<file path="src/rtl/fbuf_pkg.sv">
// Shared definitions for the frame-buffer sequencer: register map, CTRL bit
// positions, sequencing states and the byte-lane write helper.
package fbuf_pkg;

    localparam logic [2:0] REG_CTRL       = 3'd0;
    localparam logic [2:0] REG_BASE0      = 3'd1;
    localparam logic [2:0] REG_BASE1      = 3'd2;
    localparam logic [2:0] REG_LINEADDR   = 3'd3;
    localparam logic [2:0] REG_LINEWORDS  = 3'd4;
    localparam logic [2:0] REG_NLINES     = 3'd5;
    localparam logic [2:0] REG_FRAMECOUNT = 3'd6;

    localparam int unsigned CTRL_ENABLE = 0;
    localparam int unsigned CTRL_SWAP   = 1;
    localparam int unsigned CTRL_ERRCLR = 2;
    localparam int unsigned CTRL_ACTBUF = 4;
    localparam int unsigned CTRL_ERRCNT = 16;

    localparam int unsigned ERRCNT_W = 16;

    typedef enum logic [1:0] {
        IDLE   = 2'd0,
        ARM    = 2'd1,
        RUN    = 2'd2,
        RESYNC = 2'd3
    } state_t;

    // Merge write data into an existing register value, one byte lane per sel bit
    function automatic logic [31:0] apply_sel(input logic [31:0] old_val,
                                              input logic [31:0] wdat,
                                              input logic [3:0]  sel);
        logic [31:0] r;
        r = old_val;
        for (int i = 0; i < 4; i++) begin
            if (sel[i]) r[8*i +: 8] = wdat[8*i +: 8];
        end
        return r;
    endfunction

endpackage

</file>
<file path="src/rtl/fbuf_sequencer.sv">
// Frame-buffer sequencer: Wishbone-programmed shadow geometry, double-buffered
// base address, atomic commit on vsync rise and error-driven resync for imgfifo.
module fbuf_sequencer
    import fbuf_pkg::*;
#(
    parameter int unsigned ADDRESS_WIDTH = 24,
    parameter int unsigned LGFLEN        = 11,
    parameter int unsigned LW            = 11
) (
    input  logic                     i_clk,
    input  logic                     i_reset_n,
    input  logic                     i_wb_cyc,
    input  logic                     i_wb_stb,
    input  logic                     i_wb_we,
    input  logic [2:0]               i_wb_addr,
    input  logic [31:0]              i_wb_data,
    input  logic [3:0]               i_wb_sel,
    output logic                     o_wb_stall,
    output logic                     o_wb_ack,
    output logic [31:0]              o_wb_data,
    input  logic                     i_vsync,
    input  logic                     i_fifo_err,
    output logic                     o_newframe,
    output logic [ADDRESS_WIDTH-1:0] o_baseaddr,
    output logic [ADDRESS_WIDTH-1:0] o_lineaddr,
    output logic [LGFLEN:0]          o_linewords,
    output logic [LW-1:0]            o_nlines,
    output logic                     o_active
);

    localparam int unsigned AW = ADDRESS_WIDTH;
    localparam int unsigned WW = LGFLEN + 1;

    state_t              state, state_nxt;
    logic                enable, enable_nxt;
    logic                swap_pending, swap_pending_nxt;
    logic                active_buf, active_buf_nxt;
    logic                vsync_q;
    logic [ERRCNT_W-1:0] err_count, err_nxt;
    logic [31:0]         framecount, framecount_nxt;
    logic [AW-1:0]       base0, base0_nxt, base1, base1_nxt;
    logic [AW-1:0]       lineaddr_sh, lineaddr_sh_nxt;
    logic [WW-1:0]       linewords_sh, linewords_sh_nxt;
    logic [LW-1:0]       nlines_sh, nlines_sh_nxt;
    logic [AW-1:0]       baseaddr_nxt, lineaddr_nxt;
    logic [WW-1:0]       linewords_nxt;
    logic [LW-1:0]       nlines_nxt;
    logic                newframe_nxt, active_nxt, ack_nxt;
    logic [31:0]         rdata_nxt, ctrl_rd;
    logic                bus_req, wr_req, swap_set, err_clr, vsync_rise, commit;

    assign o_wb_stall = 1'b0;

    // Bus decode, sequencing and commit
    always_comb begin
        state_nxt        = state;
        enable_nxt       = enable;
        err_nxt          = err_count;
        framecount_nxt   = framecount;
        base0_nxt        = base0;
        base1_nxt        = base1;
        lineaddr_sh_nxt  = lineaddr_sh;
        linewords_sh_nxt = linewords_sh;
        nlines_sh_nxt    = nlines_sh;
        baseaddr_nxt     = o_baseaddr;
        lineaddr_nxt     = o_lineaddr;
        linewords_nxt    = o_linewords;
        nlines_nxt       = o_nlines;
        rdata_nxt        = o_wb_data;
        newframe_nxt     = 1'b0;
        swap_set         = 1'b0;
        err_clr          = 1'b0;
        commit           = 1'b0;
        ctrl_rd          = '0;

        bus_req    = i_wb_cyc & i_wb_stb;
        wr_req     = bus_req & i_wb_we;
        ack_nxt    = bus_req;
        vsync_rise = i_vsync & ~vsync_q;

        ctrl_rd[CTRL_ERRCNT +: ERRCNT_W] = err_count;
        ctrl_rd[CTRL_ACTBUF]             = active_buf;
        ctrl_rd[CTRL_SWAP]               = swap_pending;
        ctrl_rd[CTRL_ENABLE]             = enable;

        if (bus_req) begin
            case (i_wb_addr)
                REG_CTRL:       rdata_nxt = ctrl_rd;
                REG_BASE0:      rdata_nxt = 32'(base0);
                REG_BASE1:      rdata_nxt = 32'(base1);
                REG_LINEADDR:   rdata_nxt = 32'(lineaddr_sh);
                REG_LINEWORDS:  rdata_nxt = 32'(linewords_sh);
                REG_NLINES:     rdata_nxt = 32'(nlines_sh);
                REG_FRAMECOUNT: rdata_nxt = framecount;
                default:        rdata_nxt = '0;
            endcase
        end

        if (wr_req) begin
            case (i_wb_addr)
                REG_CTRL: begin
                    if (i_wb_sel[0]) begin
                        enable_nxt = i_wb_data[CTRL_ENABLE];
                        swap_set   = i_wb_data[CTRL_SWAP];
                        err_clr    = i_wb_data[CTRL_ERRCLR];
                    end
                end
                REG_BASE0:     base0_nxt = AW'(apply_sel(32'(base0), i_wb_data, i_wb_sel));
                REG_BASE1:     base1_nxt = AW'(apply_sel(32'(base1), i_wb_data, i_wb_sel));
                REG_LINEADDR:  lineaddr_sh_nxt  = AW'(apply_sel(32'(lineaddr_sh), i_wb_data, i_wb_sel));
                REG_LINEWORDS: linewords_sh_nxt = WW'(apply_sel(32'(linewords_sh), i_wb_data, i_wb_sel));
                REG_NLINES:    nlines_sh_nxt    = LW'(apply_sel(32'(nlines_sh), i_wb_data, i_wb_sel));
                default: ;
            endcase
        end

        // Disable overrides everything, including a vsync on the same edge
        if (!enable_nxt) begin
            state_nxt = IDLE;
        end else begin
            case (state)
                IDLE: state_nxt = ARM;
                ARM, RESYNC: begin
                    if (vsync_rise) begin
                        commit    = 1'b1;
                        state_nxt = RUN;
                    end
                end
                RUN: begin
                    if (vsync_rise)      commit    = 1'b1;
                    else if (i_fifo_err) state_nxt = RESYNC;
                end
                default: state_nxt = IDLE;
            endcase
        end

        // A swap written on the commit edge survives to the following commit
        swap_pending_nxt = (swap_pending & ~commit) | swap_set;
        active_buf_nxt   = active_buf ^ (commit & swap_pending);

        if (commit) begin
            baseaddr_nxt   = active_buf_nxt ? base1 : base0;
            lineaddr_nxt   = lineaddr_sh;
            linewords_nxt  = linewords_sh;
            nlines_nxt     = nlines_sh;
            newframe_nxt   = 1'b1;
            framecount_nxt = framecount + 32'd1;
        end

        if (err_clr)
            err_nxt = '0;
        else if (i_fifo_err && (state != IDLE) && (err_count != '1))
            err_nxt = err_count + ERRCNT_W'(1);

        active_nxt = (state_nxt == RUN);
    end

    always_ff @(posedge i_clk or negedge i_reset_n) begin
        if (!i_reset_n) begin
            state        <= IDLE;
            enable       <= 1'b0;
            swap_pending <= 1'b0;
            active_buf   <= 1'b0;
            vsync_q      <= 1'b0;
            err_count    <= '0;
            framecount   <= '0;
            base0        <= '0;
            base1        <= '0;
            lineaddr_sh  <= '0;
            linewords_sh <= '0;
            nlines_sh    <= '0;
            o_baseaddr   <= '0;
            o_lineaddr   <= '0;
            o_linewords  <= '0;
            o_nlines     <= '0;
            o_newframe   <= 1'b0;
            o_active     <= 1'b0;
            o_wb_ack     <= 1'b0;
            o_wb_data    <= '0;
        end else begin
            state        <= state_nxt;
            enable       <= enable_nxt;
            swap_pending <= swap_pending_nxt;
            active_buf   <= active_buf_nxt;
            vsync_q      <= i_vsync;
            err_count    <= err_nxt;
            framecount   <= framecount_nxt;
            base0        <= base0_nxt;
            base1        <= base1_nxt;
            lineaddr_sh  <= lineaddr_sh_nxt;
            linewords_sh <= linewords_sh_nxt;
            nlines_sh    <= nlines_sh_nxt;
            o_baseaddr   <= baseaddr_nxt;
            o_lineaddr   <= lineaddr_nxt;
            o_linewords  <= linewords_nxt;
            o_nlines     <= nlines_nxt;
            o_newframe   <= newframe_nxt;
            o_active     <= active_nxt;
            o_wb_ack     <= ack_nxt;
            o_wb_data    <= rdata_nxt;
        end
    end

endmodule
</file>
<file path="config.mk">
export PLATFORM = sky130hd
export DESIGN_NAME = fbuf_sequencer
export DESIGN_NICKNAME = d
export VERILOG_FILES = /design/src/rtl/fbuf_pkg.sv /design/src/rtl/fbuf_sequencer.sv
export SDC_FILE = /design/constraint.sdc
export NUM_CORES = 1
export LEC_CHECK = 0
export ABC_AREA = 0
export ABC_CLOCK_PERIOD_IN_PS = 1930
export CORE_UTILIZATION = 50
export CTS_CLUSTER_SIZE = 16
export DETAILED_ROUTE_END_ITERATION = 7
export HOLD_SLACK_MARGIN = 0.1
export PLACE_DENSITY = 0.77
export SYNTH_ARGS = -nofsm -noshare
export SYNTH_HDL_FRONTEND = slang
export SYNTH_SLANG_ARGS = --single-unit
</file>
<file path="constraint.sdc">
create_clock -name i_clk -period 1.93 [get_ports i_clk]
set_clock_uncertainty 0.2 [all_clocks]
set_input_delay 0.386 -clock i_clk [delete_from_list [all_inputs] [get_ports i_clk]]
set_output_delay 0.386 -clock i_clk [all_outputs]
set_load 0.05 [all_outputs]
</file>
==> key figures <==
Run status
  • Status: finished, violations left
  • Failing checks: setup timing

Synth
  • Ys Warns: 0
  • Synth area leaders: dfrtp_1, mux2_2, nand2_1
  • Syn nets: 1051
  • Leading area contributor after synthesis: dfrtp_1
  • Synth Flop Type: dfrtp_1
  • Synth Area in Simple Gates: 0.1314
  • Largest family of logic cells by synthesized area: multiplexers
  • Synthesized instance count: 1003
  • Share of the synthesized area in the top cell type: 0.5590
  • XOR/XNOR Fraction of Synth Area: 0.03529
  • Synth Area in Adders: 0.002192
  • Synth Cell Area: 11420 µm²
  • Compound-Gate Fraction of Synth Area: 0.09031
  • Post-synth EDFFs: 0
  • Sequential share of the synthesized area: 0.5590
  • Post-synthesis mux area share: 0.1536
  • Fraction of registers with async set/reset: 1.000
  • FF+latch count, synth: 255
  • Netlist cell types: 55
  • Avg Synthesized Cell Area: 11.38 µm²

Worst setup path
  • Crit path DAT: 2230 ps
  • Worst setup SP type: primary input
  • Critical path class: in2reg
  • Crit-path cells: clkdlybuf4s50_1 -> and3b_2 -> and3_4 -> o21ai_4 -> buf_12 -> buf_8 -> buf_12 -> nor3_4 -> xor2_1
  • Slowest CP cell: clkdlybuf4s50_1
  • Largest stage delay on the critical path: 500 ps
  • Cell mode on critical path: buf_12
  • CP endpoint kind: register
  • Crit path max fanout: 7
  • Required time of the critical path: 2180 ps

Detailed routing
  • Drt wl/cell: 19.48 µm
  • TritonRoute pass-1 iters: 5
  • Routed Antenna Nets: 0
  • Final WL: 30130 µm
  • Vias post-DR: 8791
  • Vias per cell: 5.683
  • DR iter-0 viols: 516
  • # DRC: 0

STA
  • Actual slew at the worst max-slew pin: 629.5 ps
  • Min cycle time layout: 1976 ps
  • RSZ-0062 raised after global routing: true
  • Final critical-path share of the clock period: 1.024
  • Fmax: 505.9 MHz
  • Slew headroom: 0.5788
  • Final Hold Viols: 0
  • Setup ws final: -46.49 ps
  • Slew Viols, Final: 0
  • Setup TNS: -69.91 ps
  • Setup-failing EPs final: 3

CTS
  • CTS buffer count: 28
  • Clock Sinks: 255
  • CTS root buf: clkbuf_16
  • Number of H-tree levels: 1
  • Clock buffer depth: 3
  • TritonCTS clock tree: built
  • Worst-Skew Late Latency: 540 ps
  • Clock-pin slew on the worst setup and hold paths: 60 ps

Layout
  • Synthesis-to-layout area growth: 32.04%
  • Post-Layout Cell Count: 1547
  • Layout cell share with drive strength beyond 1: 0.3410
  • Ant diodes: 0
  • Fill cells: 1593
  • Nets: 1294
  • Sequential cell area: 6381 µm²
  • Finished Cell Area: 15070 µm²
  • Footprint of the multi-input gates: 4901 µm²

Placement
  • Post-placement cell area: 13690 µm²
  • I/O Buffers: 142
  • Post-Place Worst Slack: -529.8 ps
  • Cells after DPL: 1473
  • Detail Placement HPWL: 20430 µm
  • GPL Wtd Cong: 0.8592

Floorplan
  • Core region area: 22090 µm²
  • # rows: 54
  • Ports: 153
  • Initial Util: 0.5167
  • Die Y: 153.1 µm
  • Die Wd: 153.1 µm
  • Die area: 23440 µm²

Power
  • Maximum VDD drop: 0.0009042 V
  • Leak: 7.550 nW
  • Pwr Density: 913.5 nW/µm²

Global routing
  • GRT Total Usage: 0.2524
  • Global-route wire length before repair: 47320 µm
  • Number of global-route vias before repair: 8733
  • Largest net degree at the start of global routing: 79
  • Initial antenna violation count: 0
  • Grt ovf: 0

Job
  • # Max-Cap Violations: 0

Hold path
  • Worst Hold Class: in2reg
[routing by layer]
metal / wire (µm) / up-vias / GRT usage
met5: 0 / - / 0
met1: 13100 / 4423 / 0.3607
met4: 517 / 0 / 0.06013
met2: 14640 / 304 / 0.4101
met3: 1872 / 46 / 0.03374
li1: - / 4018 / -
[timing repair]
item | in CTS | in global routing
setup endpoints to repair | 31 | 110
hold buffers | 2 | 0
pin swaps | 1 | 20
gates cloned | 1 | 3
hold endpoints to repair | 255 | 0
resized for setup | 11 | 21
buffers inserted | 3 | 16
[registers in the layout, summed over array words and instances, names as in the netlist]
register / count
o_lineaddr: 24
active_buf: 1
framecount: 32
err_count: 16
enable: 1
o_baseaddr: 24
o_active: 1
o_wb_ack: 1
o_nlines: 11
linewords_sh: 12
vsync_q: 1
base0: 24
swap_pending: 1
state: 2
nlines_sh: 11
base1: 24
o_newframe: 1
o_wb_data: 32
o_linewords: 12
lineaddr_sh: 24
[power breakdown]
| group | switching, mW | internal (mW) | leakage, nW |
|---|---|---|---|
| combinational | 1.20 | 0.912 | 3.63 |
| clock | 2.21 | 3.31 | 0.478 |
| sequential | 0.353 | 5.78 | 3.44 |
| total | 3.77 | 10.0 | 7.55 |
[synth_stat cells, drive strengths merged, types with 2 or more instances]
cell type,instances
a221o,2
o21a,13
nand4b,2
nand4,14
and4,7
nor3,5
a22oi,25
a221oi,5
o221ai,15
a21o,5
mux2,109
nand2,197
a21oi,13
nor2,45
and3b,2
dfrtp,255
a32o,3
clkbuf,19
o21ai,46
a211oi,12
a22o,2
mux4,2
mux2i,48
ha,2
xor2,12
and2,5
inv,11
o211ai,2
nor2b,6
nor4,6
nand2b,3
nor3b,3
and3,9
nand3,19
buf,36
xnor2,34
[cells by family after synthesis]
group,Yosys count
multiplexers,159
other,1
adder cells (fa/ha/maj),2
AND/OR/NAND/NOR,326
flip-flops,255
buffers and inverters,66
AO/OA/AOI/OAI,148
XOR/XNOR,46
[through the flow]
stage / power [mW] / utilization / hold WS (ps)
after CTS: 13.79 / 0.6692 / 128.9
final: 13.77 / 0.6822 / 141.1
after floorplan: 7.383 / - / -109.6
after global placement: 8.207 / 0.6196 / -6.082
after global routing: 14.23 / 0.6822 / 142.5
after detailed placement: 8.262 / 0.6196 / -8.480
[placed cells by master, fill, tap and decap left out, types with 4 or more instances in the layout]
cell type	instances
nor4_4	5
nor2b_1	6
o221ai_1	15
a211oi_1	10
nand3_1	14
clkinv_2	8
xor2_1	12
a21o_1	5
o21ai_1	26
a21oi_1	13
nand3_2	4
nor2_1	42
nand2_1	197
and2_1	4
xnor2_1	33
buf_4	205
o21a_1	13
o21ai_0	18
clkbuf_16	32
a221oi_1	5
mux2_2	109
a22oi_1	25
and3_1	8
dlymetal6s2s_1	4
clkbuf_8	4
inv_1	9
buf_12	18
dfrtp_1	255
mux2i_1	48
and4_1	6
nand4_1	14
clkdlybuf4s50_1	29
[path summary, 6_finish.rpt]
check,from,to,slack (ps),cells past startpoint
min reg2reg,o_nlines[6],o_nlines[6],280,2
max reg2reg,state[0],framecount[18],-40,8
min,i_vsync,vsync_q,140,1
min in group asynchronous,i_reset_n,err_count[1],270,3
max in group asynchronous,i_reset_n,o_wb_data[30],800,3
max,i_wb_cyc,framecount[18],-50,9
[worst max-delay path: cells and delay by family]
family / cells / cell delay [ps]
AOI/OAI and AO/OA: 1 / 90
xor gates and xnor gates: 1 / 170
buffers and inverters: 4 / 910
and+or+nand+nor: 3 / 660
[area by class of cell]
| cell class | count | share of cell area |
|---|---|---|
| clock buffer | 35 | 0.05230 |
| clock inverter | 16 | 0.01187 |
| inverter | 11 | 0.002905 |
| multi-input combinational | 682 | 0.3251 |
| sequential | 255 | 0.4233 |
| tap | 280 | 0.02324 |
| timing repair buffer | 268 | 0.1612 |
Note: power is estimated with default switching activity, not from simulation.
